`src/rtl/trap_csr_pkg.sv`:
```
// trap_csr_pkg: CSR addresses, cause codes, trap FSM states, mtvec modes and the counter update helper
package trap_csr_pkg;

    localparam logic [11:0] CSR_MSTATUS   = 12'h300;
    localparam logic [11:0] CSR_MIE       = 12'h304;
    localparam logic [11:0] CSR_MTVEC     = 12'h305;
    localparam logic [11:0] CSR_MSCRATCH  = 12'h340;
    localparam logic [11:0] CSR_MEPC      = 12'h341;
    localparam logic [11:0] CSR_MCAUSE    = 12'h342;
    localparam logic [11:0] CSR_MTVAL     = 12'h343;
    localparam logic [11:0] CSR_MIP       = 12'h344;
    localparam logic [11:0] CSR_MCYCLE    = 12'hB00;
    localparam logic [11:0] CSR_MCYCLEH   = 12'hB80;
    localparam logic [11:0] CSR_MINSTRET  = 12'hB02;
    localparam logic [11:0] CSR_MINSTRETH = 12'hB82;
    localparam logic [11:0] CSR_CYCLE     = 12'hC00;
    localparam logic [11:0] CSR_CYCLEH    = 12'hC80;
    localparam logic [11:0] CSR_INSTRET   = 12'hC02;
    localparam logic [11:0] CSR_INSTRETH  = 12'hC82;

    localparam logic [4:0] CAUSE_MSI = 5'd3;
    localparam logic [4:0] CAUSE_MTI = 5'd7;
    localparam logic [4:0] CAUSE_MEI = 5'd11;

    localparam logic [1:0] MTVEC_DIRECT   = 2'd0;
    localparam logic [1:0] MTVEC_VECTORED = 2'd1;

    typedef enum logic [0:0] {IDLE = 1'b0, ENTER = 1'b1} state_e;

    // A write to one half replaces it and suppresses the carry into the other half.
    function automatic logic [63:0] cnt_next(input logic [63:0] cur, input logic inc,
                                             input logic we_lo, input logic we_hi,
                                             input logic [31:0] wd);
        return we_lo ? {cur[63:32], wd} :
               we_hi ? {wd, cur[31:0] + 32'(inc)} : cur + 64'(inc);
    endfunction

endpackage

```
`src/rtl/trap_csr_unit_irq_prio_enc.sv`:
```
// irq_prio_enc: lowest-index-first priority encoder
//   i_req   : request vector
//   o_valid : any request set
//   o_idx   : index of the lowest set request
module irq_prio_enc
    import trap_csr_pkg::*;
#(
    parameter int N = 16
) (
    input  logic [N-1:0] i_req,
    output logic         o_valid,
    output logic [3:0]   o_idx
);

    always_comb begin
        o_idx = '0;
        for (int i = N - 1; i >= 0; i--)
            if (i_req[i]) o_idx = 4'(i);
    end

    assign o_valid = |i_req;

endmodule

```
`src/rtl/trap_csr_unit.sv`:
```
// trap_csr_unit: machine-mode trap entry FSM, interrupt sensing and CSR file
//   clk, reset                : clock, asynchronous active-high reset
//   i_meip/i_mtip/i_msip      : standard interrupt levels
//   i_fast_irq                : fast interrupt channels (edge or level per EDGE_MASK)
//   i_exc_*                   : synchronous exception with cause, pc and tval
//   i_irq_pc                  : pc saved on interrupt entry
//   i_instr_retire            : minstret increment
//   i_csr_raddr / o_csr_rdata : combinational CSR read port
//   i_csr_we/waddr/wdata      : CSR write port
//   i_mret                    : return from trap
//   o_trap_req / o_trap_addr  : one-cycle redirect pulse and handler address
//   o_mepc                    : aligned mepc for mret redirect
//   o_irq_ack / o_irq_ack_id  : interrupt acknowledge pulse and cause code
module trap_csr_unit
    import trap_csr_pkg::*;
#(
    parameter int          NUM_FAST    = 16,
    parameter logic [15:0] EDGE_MASK   = 16'h0000,
    parameter bit          VECTORED_EN = 1'b1,
    parameter bit          COUNTERS_EN = 1'b1
) (
    input  logic                clk,
    input  logic                reset,
    input  logic                i_meip,
    input  logic                i_mtip,
    input  logic                i_msip,
    input  logic [NUM_FAST-1:0] i_fast_irq,
    input  logic                i_exc_valid,
    input  logic [4:0]          i_exc_cause,
    input  logic [31:0]         i_exc_pc,
    input  logic [31:0]         i_exc_tval,
    input  logic [31:0]         i_irq_pc,
    input  logic                i_instr_retire,
    input  logic [11:0]         i_csr_raddr,
    output logic [31:0]         o_csr_rdata,
    input  logic                i_csr_we,
    input  logic [11:0]         i_csr_waddr,
    input  logic [31:0]         i_csr_wdata,
    input  logic                i_mret,
    output logic                o_trap_req,
    output logic [31:0]         o_trap_addr,
    output logic [31:0]         o_mepc,
    output logic                o_irq_ack,
    output logic [4:0]          o_irq_ack_id
);

    localparam logic [NUM_FAST-1:0] EDGE     = EDGE_MASK[NUM_FAST-1:0];
    localparam logic [31:0]         MIE_MASK = 32'h0000_0888 | (32'((64'd1 << NUM_FAST) - 64'd1) << 16);

    state_e              r_state;
    logic                r_mstatus_mie, r_mstatus_mpie;
    logic [31:0]         r_mie, r_mscratch, r_mepc, r_mcause, r_mtval, r_trap_addr;
    logic [31:2]         r_mtvec_base;
    logic [1:0]          r_mtvec_mode;
    logic [63:0]         r_mcycle, r_minstret;
    logic [2:0]          r_irq_q;
    logic [NUM_FAST-1:0] r_fast_q, r_fast_d, r_fast_pend;
    logic                r_ack_irq;
    logic [4:0]          r_ack_id;

    logic [NUM_FAST-1:0] w_fast_mip, w_fast_clr;
    logic [31:0]         w_mip, w_pend, w_base, w_trap_addr, w_epc;
    logic                w_fvalid, w_idle, w_take;
    logic [3:0]          w_fidx;
    logic [4:0]          w_irq_code, w_code;

    assign w_idle     = r_state == IDLE;
    assign w_fast_mip = (EDGE & r_fast_pend) | (~EDGE & r_fast_q);
    // r_irq_q = {meip, mtip, msip} placed at mip bits 11, 7, 3
    assign w_mip      = (32'(w_fast_mip) << 16) |
                        {20'b0, r_irq_q[2], 3'b0, r_irq_q[1], 3'b0, r_irq_q[0], 3'b0};
    assign w_pend     = w_mip & r_mie & {32{r_mstatus_mie}};

    irq_prio_enc #(.N(NUM_FAST)) u_prio (
        .i_req   (w_pend[16 +: NUM_FAST]),
        .o_valid (w_fvalid),
        .o_idx   (w_fidx)
    );

    assign w_irq_code  = w_pend[11] ? CAUSE_MEI : w_pend[3] ? CAUSE_MSI :
                         w_pend[7]  ? CAUSE_MTI : w_fvalid ? {1'b1, w_fidx} : 5'd0;
    assign w_take      = w_idle & (i_exc_valid | (|w_pend));
    assign w_code      = i_exc_valid ? i_exc_cause : w_irq_code;
    assign w_base      = {r_mtvec_base, 2'b00};
    assign w_trap_addr = (r_mtvec_mode == MTVEC_VECTORED && !i_exc_valid) ?
                         w_base + {25'b0, w_code, 2'b00} : w_base;
    assign w_epc       = (i_exc_valid ? i_exc_pc : i_irq_pc) & ~32'h3;
    // Acknowledging fast channel i (cause 16+i) retires its edge latch.
    assign w_fast_clr  = (!w_idle && r_ack_irq && r_ack_id[4]) ? NUM_FAST'(1) << r_ack_id[3:0] : '0;

    always_ff @(posedge clk or posedge reset) begin
        if (reset) begin
            r_state        <= IDLE;
            r_mstatus_mie  <= 1'b0;
            r_mstatus_mpie <= 1'b0;
            r_mie          <= '0;
            r_mscratch     <= '0;
            r_mepc         <= '0;
            r_mcause       <= '0;
            r_mtval        <= '0;
            r_trap_addr    <= '0;
            r_mtvec_base   <= '0;
            r_mtvec_mode   <= MTVEC_DIRECT;
            r_mcycle       <= '0;
            r_minstret     <= '0;
            r_irq_q        <= '0;
            r_fast_q       <= '0;
            r_fast_d       <= '0;
            r_fast_pend    <= '0;
            r_ack_irq      <= 1'b0;
            r_ack_id       <= '0;
        end else begin
            r_irq_q     <= {i_meip, i_mtip, i_msip};
            r_fast_q    <= i_fast_irq;
            r_fast_d    <= r_fast_q;
            r_fast_pend <= ((r_fast_pend & ~w_fast_clr) | (r_fast_q & ~r_fast_d)) & EDGE;
            r_state     <= w_take ? ENTER : IDLE;
            if (w_take) begin
                r_ack_irq   <= ~i_exc_valid;
                r_ack_id    <= w_code;
                r_trap_addr <= w_trap_addr;
            end
            if (i_csr_we && i_csr_waddr == CSR_MIE)
                r_mie <= i_csr_wdata & MIE_MASK;
            if (i_csr_we && i_csr_waddr == CSR_MTVEC) begin
                r_mtvec_base <= i_csr_wdata[31:2];
                r_mtvec_mode <= (VECTORED_EN && i_csr_wdata[1:0] == MTVEC_VECTORED) ? MTVEC_VECTORED : MTVEC_DIRECT;
            end
            if (i_csr_we && i_csr_waddr == CSR_MSCRATCH)
                r_mscratch <= i_csr_wdata;
            // Trap entry owns mstatus/mepc/mcause/mtval and drops a coincident mret.
            if (w_take) begin
                r_mepc         <= w_epc;
                r_mcause       <= {~i_exc_valid, 26'b0, w_code};
                r_mtval        <= i_exc_valid ? i_exc_tval : '0;
                r_mstatus_mpie <= r_mstatus_mie;
                r_mstatus_mie  <= 1'b0;
            end else begin
                if (i_csr_we && i_csr_waddr == CSR_MSTATUS) begin
                    r_mstatus_mie  <= i_csr_wdata[3];
                    r_mstatus_mpie <= i_csr_wdata[7];
                end
                if (i_csr_we && i_csr_waddr == CSR_MEPC)
                    r_mepc <= i_csr_wdata & ~32'h3;
                if (i_csr_we && i_csr_waddr == CSR_MCAUSE)
                    r_mcause <= i_csr_wdata;
                if (i_csr_we && i_csr_waddr == CSR_MTVAL)
                    r_mtval <= i_csr_wdata;
                if (i_mret && w_idle) begin
                    r_mstatus_mie  <= r_mstatus_mpie;
                    r_mstatus_mpie <= 1'b1;
                end
            end
            if (COUNTERS_EN) begin
                r_mcycle   <= cnt_next(r_mcycle, 1'b1,
                                       i_csr_we && i_csr_waddr == CSR_MCYCLE,
                                       i_csr_we && i_csr_waddr == CSR_MCYCLEH, i_csr_wdata);
                r_minstret <= cnt_next(r_minstret, i_instr_retire,
                                       i_csr_we && i_csr_waddr == CSR_MINSTRET,
                                       i_csr_we && i_csr_waddr == CSR_MINSTRETH, i_csr_wdata);
            end
        end
    end

    always_comb begin
        case (i_csr_raddr)
            CSR_MSTATUS:                o_csr_rdata = {24'b0, r_mstatus_mpie, 3'b0, r_mstatus_mie, 3'b0};
            CSR_MIE:                    o_csr_rdata = r_mie;
            CSR_MTVEC:                  o_csr_rdata = {r_mtvec_base, r_mtvec_mode};
            CSR_MSCRATCH:               o_csr_rdata = r_mscratch;
            CSR_MEPC:                   o_csr_rdata = r_mepc;
            CSR_MCAUSE:                 o_csr_rdata = r_mcause;
            CSR_MTVAL:                  o_csr_rdata = r_mtval;
            CSR_MIP:                    o_csr_rdata = w_mip;
            CSR_MCYCLE,   CSR_CYCLE:    o_csr_rdata = r_mcycle[31:0];
            CSR_MCYCLEH,  CSR_CYCLEH:   o_csr_rdata = r_mcycle[63:32];
            CSR_MINSTRET, CSR_INSTRET:  o_csr_rdata = r_minstret[31:0];
            CSR_MINSTRETH, CSR_INSTRETH: o_csr_rdata = r_minstret[63:32];
            default:                    o_csr_rdata = '0;
        endcase
    end

    assign o_trap_req   = r_state == ENTER;
    assign o_trap_addr  = r_trap_addr;
    assign o_mepc       = r_mepc;
    assign o_irq_ack    = o_trap_req & r_ack_irq;
    assign o_irq_ack_id = o_irq_ack ? r_ack_id : 5'd0;

endmodule
```
`config.mk`:
```
export PLATFORM = sky130hd
export DESIGN_NAME = trap_csr_unit
export DESIGN_NICKNAME = d
export VERILOG_FILES = /design/src/rtl/trap_csr_pkg.sv /design/src/rtl/trap_csr_unit_irq_prio_enc.sv /design/src/rtl/trap_csr_unit.sv
export SDC_FILE = /design/constraint.sdc
export NUM_CORES = 1
export LEC_CHECK = 0
export BUFFER_PORTS_ARGS = -buffer_cell sky130_fd_sc_hd__buf_4
export CORE_MARGIN = 4
export CORE_UTILIZATION = 45
export CTS_BUF_LIST = sky130_fd_sc_hd__clkbuf_2 sky130_fd_sc_hd__clkbuf_4 sky130_fd_sc_hd__clkbuf_8
export DETAILED_ROUTE_END_ITERATION = 7
export MAX_ROUTING_LAYER = met4
export PLACE_DENSITY_LB_ADDON = 0.2
export SYNTH_ARGS = -nofsm -noshare
export SYNTH_HDL_FRONTEND = slang
export SYNTH_SLANG_ARGS = --single-unit
```
`constraint.sdc`:
```
create_clock -name clk -period 37 [get_ports clk]
set_input_delay 9.25 -clock clk [delete_from_list [all_inputs] [get_ports clk]]
set_output_delay 9.25 -clock clk [all_outputs]
set_load 0.05 [all_outputs]
```
== Word level (Yosys, flattened, before mapping) ==
Cells that the tools add are included.
Widths: inputs -> output; s select.
Storage, ports and cells
  bits in registers: 367
  bits in latches: 0
  bits in writable memories: 0
  bits in read-only memories: 0
  input bits: 182
  output and inout bits: 103
  memories kept: 0
Operators by class
  $add $sub $neg: 5
  multipliers: 0
  div/mod/pow operators: 0
  $lt $le $gt $ge: 0
  equal/unequal tests: 29
  shifts and indexed selects: 0
  muxes and demuxes: 44
  bitwise logic cells: 8
  reduce and logical (&&, ||, !) cells: 24
Operators with widths (count)
  $pmux 32 s12: 1
  $mux 32: 11
  $eq 12x10->1 const B: 15
  $eq 12x12->1 const B: 12
  $mux 64: 2
  $add 64x1->64: 1
  $add 64x1->64 const B: 1
  $and 32x32->32: 2
  $mux 4: 16
  $add 32x1->32: 1
  $add 32x1->32 const B: 1
  $add 32x7->32: 1
  $or 32x12->32: 1
  $reduce_or 32->1: 1
  $mux 5: 6
  $reduce_or 16->1: 1
  $logic_and 1x1->1: 13
  $mux 1: 8
  $reduce_or 2->1: 4
  $reduce_bool 2->1: 3
  $eq 2x1->1 const B: 2
  $reduce_bool 3->1: 1
  $and 1x1->1: 2
  $not 1->1: 2
  other kinds (2): 2

== Depth between registers and ports, before layout ==
Gate-level depths: netlist of run 1.
  depth after elaboration: 26
  mapped depth: 16
  depth with buffers taken out: 15

== By module ==
From an unflattened synthesis of run 1, not the netlist that was laid out.
Second synthesis, totals
  cell total of the unflattened synthesis: 2310
  area total of the unflattened synthesis: 20616.0 um2
By module, submodules not included
  trap_csr_unit: times used 1, cells an instance 2276, area each 20439.6 um2, sequential area each 9058.7 um2
  irq_prio_enc: times used 1, cells an instance 34, area each 176.4 um2, sequential area each 0.0 um2

== Worst setup path before layout of run 1 ==
OpenSTA, ideal clock, no wires.
  path type: input to output
  from: input port i_csr_raddr[7]
  to: output port o_csr_rdata[7]
  arrival time: 11.684 ns
  required time: 27.750 ns
  setup slack: 16.066 ns
  stages on the path: 7
  buffers on the path: 3
  cells stage by stage: clkbuf_1 -> nor4bb_1 -> nand3_1 -> or4b_2 -> clkbuf_1 -> buf_2 -> o2111ai_1
On the way
  cells in the longest elaborated chain, start to end: 3
  elaborated cells on any way between the ends: 21
Ends and longest elaborated chain
  start: declaration: line trap_csr_unit.sv:34  | input logic [11:0] i_csr_raddr,
  $eq 12x12->1: line trap_csr_unit.sv:166  | case (i_csr_raddr)
  $reduce_or 2->1: line trap_csr_unit.sv:166
  $pmux 32 s12 (*): line trap_csr_unit.sv:166
  end: declaration: line trap_csr_unit.sv:35  | output logic [31:0] o_csr_rdata,
Mark *: on every way between the ends. The rest lies on a longest branch, timed or not.

== Worst setup path in the final report of run 1 ==
  from: input port i_csr_raddr[7]
  to: output port o_csr_rdata[23]
The elaborated chain is that of the path after synthesis.

==> flow_summary.ini, run 1 <==
[synth]
yosysWarnings = 0
synth_ff_type = dfrtp_1
seq_area_frac_synth_pct = 44.20
synth_edf_count = 0
async_flop_share_pct = 100.0
netlist_area_um2 = 20490
yosysUniqueCellTypes = 81
syn_inst = 2239
avgSynthCellArea_um2 = 9.153
ys_seq_elements = 362

[critical_path]
crit_required_ns = 27.75
startpoint = i_csr_raddr[7]
r2r_start = r_mstatus_mie
cp-start-kind = input pin
worst_setup_path_end_kind = output pin
arrival_ns = 13.00
path_class = input pin to output pin
reg2reg_slack_ns = 32.91
crit_fanout = 36

[clock_tree]
cts_buffers = 69
cts_setup_buffers = 0
htree_num_levels = 3
clk_latency_ns = 0.66
path_clk_slew_ns = 0.05
root_buffer = clkbuf_8
cts_hold_buf = 0
cts_buffer_depth = 3
cts_tree = built
cts.sinks = 362
cts_repair_resize_count = 0

[routing]
post_drt_wl_per_cell_um = 28.11
dr.pass1.iters = 6
vias = 19713
postRouteWirelength_mm = 86.59
drtAntennaViolNets = 0
drt-initial-drc-count = 2436
drcViolationCount = 0
via_per_inst = 6.400

[finish]
final_cells = 3080
final_cell_mix = 362 x dfrtp_1, 317 x nand2_1, 301 x buf_4
finalNetCount = 2627
layout_commonest_cell = dfrtp_1
nFillCells = 4030
fin_area_um2 = 24270
final_layout_size_suffix_gt1_share_pct = 22.41
ff_latch_area_um2 = 9059
syn_to_final_growth_pct = 18.40
multiInputGateArea_um2 = 10690

[die]
die_y_um = 221.4
die-area_um2 = 49020
rows = 77
boundaryPins = 285
die_width_um = 221.4
start_util_pct = 45.95
design.core.area_um2 = 44610

[place]
io_buffer_count = 276
dp_hpwl_mm = 61.43
placed_area_um2 = 22830
routabilityCongestion = 1.077
dp.cells = 2957

[grt]
grt_remaining_overflow = 0
grt_util_all_layers_pct = 35.03
antenna_found_initial = 8
grt_pass1_wl_mm = 125.5
grt_pass1_vias = 18882
grt_max_degree = 109

[power_and_ir_drop]
power_density_nw_per_um2 = 40.68
p_leak_nw = 10.70
total_power_uw = 987.2
ir_drop_v = 0.00002670

[sta]
fin_crit_sh_pct = 60.13
rsz0062_at_grt = no
tns_ns = 0
setup_viol_count_final = 0
relSlewSlack_pct = 13.39
finClkSkew_ns = 0.03400
finalCriticalPeriod_ns = 22.25
worst-slew-pin-transition_ns = 1.296
hold_ws_ns = 0.4789
hold_violations = 0
clock.fmax_mhz = 44.95
slew_violations = 0

[worst_hold_path]
hold_path.class = register to register
min_from = o_trap_addr[16]

[status]
status = completed

[flow_run]
cap_violations = 0
-- stage by stage --
step	worst slack [ns]	util, %
after floorplan	16.07	-
after CTS	14.99	54.36
after detailed placement	14.99	51.19
after global placement	14.96	51.19
after global routing	14.71	54.40
final	14.75	54.40
-- registers in the layout, indices dropped and copies added, names as in the netlist, 16 cells and up --
register      flops
r_mtvec_base     30
r_minstret       64
r_mscratch       32
r_fast_q         16
o_trap_addr      30
r_mtval          32
r_mcause         32
o_mepc           30
r_mcycle         64
r_mie            19
-- Yosys cell counts, drive strengths merged (4+ instances only) --
| library cell | count | area [um^2] |
|---|---|---|
| a211oi | 58 | 440.4 |
| a21o | 6 | 45.04 |
| a21oi | 123 | 615.6 |
| a221o | 16 | 160.2 |
| a221oi | 10 | 87.58 |
| a222oi | 14 | 140.1 |
| a22o | 12 | 105.1 |
| a22oi | 54 | 405.4 |
| a311oi | 5 | 43.79 |
| a31oi | 26 | 162.7 |
| a32o | 4 | 40.04 |
| a32oi | 7 | 61.31 |
| and2 | 23 | 145.1 |
| and3 | 69 | 435.4 |
| and4 | 19 | 166.4 |
| buf | 40 | 191.4 |
| clkbuf | 138 | 520.5 |
| dfrtp | 362 | 9059 |
| ha | 8 | 100.1 |
| inv | 20 | 75.07 |
| mux2 | 105 | 1182 |
| mux2i | 84 | 840.8 |
| nand2 | 318 | 1196 |
| nand2b | 6 | 37.54 |
| nand3 | 136 | 680.7 |
| nand3b | 5 | 37.54 |
| nand4 | 44 | 281.5 |
| nor2 | 132 | 498.0 |
| nor2b | 25 | 156.4 |
| nor3 | 42 | 221.5 |
| nor3b | 6 | 45.04 |
| nor4 | 14 | 151.4 |
| nor4b | 4 | 47.55 |
| o2111ai | 5 | 43.79 |
| o211ai | 16 | 120.1 |
| o21a | 4 | 30.03 |
| o21ai | 129 | 645.6 |
| o21bai | 4 | 30.03 |
| o22ai | 16 | 100.1 |
| o41ai | 5 | 43.79 |
| xnor2 | 26 | 227.7 |
| xor2 | 63 | 551.8 |
-- cell type report --
class | instances | area share (%)
clock buffer | 109 | 5.538
inverter | 20 | 0.3455
clock inverter | 7 | 0.2887
antenna | 7 | 0.07219
timing repair buffer | 301 | 9.312
tap | 592 | 3.052
sequential | 362 | 37.33
multi-input combinational | 1682 | 44.06
-- worst paths after layout --
check | end | depth (start not counted)
worst max-delay path | o_csr_rdata[23] | 8
worst min-delay path | o_trap_addr[16] | 2
worst max register to register | o_trap_addr[28] | 11
worst min register to register | o_trap_addr[16] | 2
max in group asynchronous | r_minstret[20] | 5
min in group asynchronous | r_fast_q[0] | 2
-- critical path: stages --
cell	delay, ns
buf_4	0.30
nor4bb_1	0.65
nand3_1	0.54
or4b_2	1.02
o2bb2ai_1	0.60
a221oi_1	0.15
nand4_1	0.23
buf_4	0.23
-- metal layers --
| metal | vias up | track usage (%) | wire (um) |
|---|---|---|---|
| li1 | 8582 | - | - |
| met1 | 9735 | 45.37 | 34600 |
| met2 | 1152 | 51.54 | 38340 |
| met3 | 244 | 8.707 | 8565 |
| met4 | 0 | 17.43 | 5073 |
| met5 | - | - | 0 |
-- power by group --
part	total, mW	switching, mW	internal [mW]	leakage, nW
clock network	0.414	0.178	0.236	0.754
registers	0.442	0.0251	0.417	4.82
logic	0.132	0.0861	0.0455	5.13
-- kinds of logic after synthesis --
logic type	Yosys count	synth area share [%]
AO/OA/AOI/OAI	534	17.09
AND/OR/NAND/NOR	857	20.59
adder cells (fa/ha/maj)	9	0.5861
buffers and inverters	198	3.840
other	1	0.01830
multiplexers	189	9.872
XOR/XNOR	89	3.803
flip-flops	362	44.20
Note: power is estimated with default switching activity, not from simulation.
==> inputs of run 2 (changes only) <==
==> constraint.sdc (replaced) <==
create_clock -name clk -period 20.1 [get_ports clk]
set_input_delay 5.025 -clock clk [delete_from_list [all_inputs] [get_ports clk]]
set_output_delay 5.025 -clock clk [all_outputs]
set_load 0.05 [all_outputs]
==> flow_summary.ini, run 2 (synthesis results as in run 1) <==
[grt]
busiest_layer = met2
antenna_found_initial = 7
grt_pass1_vias = 18801
grt_use_met2_pct = 52.50
grt_max_degree = 170
grt_util_all_layers_pct = 34.98
use_met3_pct = 7.673
grt_pass1_wl_mm = 125.2
grt_remaining_overflow = 0
use_met1_pct = 45.67

[status]
status = completed

[flow_run]
cap_violations = 0

[sta]
relSlewSlack_pct = 12.23
tns_ns = 0
slew_violations = 0
setup_viol_count_final = 0
fin_crit_sh_pct = 68.87
hold_violations = 0
rsz0062_at_grt = no
clock.fmax_mhz = 72.24
finalCriticalPeriod_ns = 13.84
finClkSkew_ns = 0.01989
worst-slew-pin-transition_ns = 1.314

[clock_tree]
htree_num_levels = 3
path_clk_slew_ns = 0.06
cts_setup_buffers = 0
cts_repair_resize_count = 0
clk_latency_ns = 0.67
cts_buffers = 69
cts.sinks = 362
root_buffer = clkbuf_8
cts_hold_buf = 0
cts_tree = built
cts_buffer_depth = 3

[critical_path]
arrival_ns = 8.82
cpMostUsedCell = buf_4
worst_path_max_delay_cell = nor4b_2
crit_chain = buf_4 -> nor4b_2 -> and2_0 -> and2_1 -> a32o_1 -> a21oi_1 -> o2111ai_1 -> buf_4
crit_fanout = 38
path_buf_inv = 2
worst_setup_path_end_kind = output pin
startpoint = i_csr_raddr[1]
critical-path-max-stage-delay_ns = 1.09
cp-start-kind = input pin
r2r_start = r_mstatus_mie
path_class = input pin to output pin
crit_required_ns = 15.07
cp_top_family = simple AND/OR/NAND/NOR gates

[power_and_ir_drop]
ir_drop_v = 0.00004556
p_leak_nw = 10.68
total_power_mw = 1.822
power_density_nw_per_um2 = 75.14

[finish]
final_layout_size_suffix_gt1_share_pct = 22.41
final_cell_mix = 362 x dfrtp_1, 317 x nand2_1, 297 x buf_4
finalNetCount = 2624
largestRegisters = r_mcycle: 64 flops, r_minstret: 64 flops
syn_to_final_growth_pct = 18.31
layout_commonest_cell = dfrtp_1
nFillCells = 4064

[routing]
drcViolationCount = 0
via_per_inst = 6.383
drtAntennaViolNets = 0
dr.pass1.iters = 8
postRouteWirelength_mm = 86.69
drt-initial-drc-count = 2482
vias = 19639
post_drt_wl_per_cell_um = 28.17

[place]
dp_hpwl_mm = 61.49
io_buffer_count = 276
routabilityCongestion = 1.031

[die]
die_width_um = 221.4
design.core.area_um2 = 44610
die_y_um = 221.4
start_util_pct = 45.95
die-area_um2 = 49020
rows = 77
boundaryPins = 285

[worst_hold_path]
min_from = r_ack_id[3]
hold_path.class = register to register
-- run 2: cell count changes in the layout (fill, tap and decap cells not counted), moves of 2 or more --
cell / previous run / this run
diode_2: 7 / 4
clkinv_2: 4 / 6
buf_4: 301 / 297
inv_6: 2 / 4
clkbuf_8: 84 / 80
-- run 2: report_power, final --
part | total [mW] | internal (mW) | switching, mW | leakage, nW
registers | 0.814 | 0.767 | 0.0470 | 4.82
logic | 0.242 | 0.0837 | 0.158 | 5.12
clock network | 0.766 | 0.425 | 0.341 | 0.753
total | 1.82 | 1.28 | 0.546 | 10.7
-- run 2: layout make-up --
cell class	count	area, um^2	area share [%]
clock inverter	13	116.4	0.4799
clock buffer	106	1296	5.346
inverter	20	83.83	0.3457
tap	592	740.7	3.055
antenna	4	10.01	0.04128
multi-input combinational	1682	10690	44.09
sequential	362	9059	37.36
timing repair buffer	298	2250	9.278
-- run 2: worst register-to-register path, cell delays in order, from the launching register on --
cell	delay, ns
dfrtp_1	0.80
and3_1	0.33
a211oi_2	0.10
a32oi_1	0.27
o21ai_0	0.37
fa_1	0.54
nor2b_1	0.19
nor3_1	0.08
o21bai_1	0.74
nand4_1	0.20
xor2_1	0.23
o21ai_0	0.13
-- run 2: through the flow --
| step | hold slack (ns) | util (%) | instances | instance area, um^2 | setup WS, ns |
|---|---|---|---|---|---|
| 6_report | 0.4824 | 54.36 | 3077 | 24250 | 6.257 |
| 5_1_grt | 0.5057 | 54.36 | 3077 | 24250 | 6.299 |
| 4_1_cts | 0.4864 | 54.34 | 3073 | 24240 | 6.461 |
| 3_5_place_dp | 0.4717 | 51.17 | 2954 | 22820 | 6.476 |
| 3_3_place_gp | 0.4587 | 51.17 | 2954 | 22820 | 6.477 |
| 2_1_floorplan | 0.4412 | - | 2242 | 20510 | 5.028 |
-- run 2: path summary, 6_finish.rpt --
| path | depth (start not counted) | endpoint | slack [ns] |
|---|---|---|---|
| max | 8 | o_csr_rdata[7] | 6.26 |
| min | 2 | r_ack_id[3] | 0.48 |
| max reg2reg | 11 | o_trap_addr[28] | 15.97 |
| min reg2reg | 2 | r_ack_id[3] | 0.48 |
| max in group asynchronous | 3 | r_minstret[56] | 13.95 |
| min in group asynchronous | 2 | o_trap_addr[7] | 4.50 |
-- run 2: metal layers --
| metal | wire, um | vias up | share of wire, % |
|---|---|---|---|
| li1 | - | 8569 | - |
| met1 | 34700 | 9665 | 40 |
| met2 | 38610 | 1152 | 45 |
| met3 | 8393 | 253 | 9.7 |
| met4 | 4997 | 0 | 5.8 |
| met5 | 0 | - | 0 |
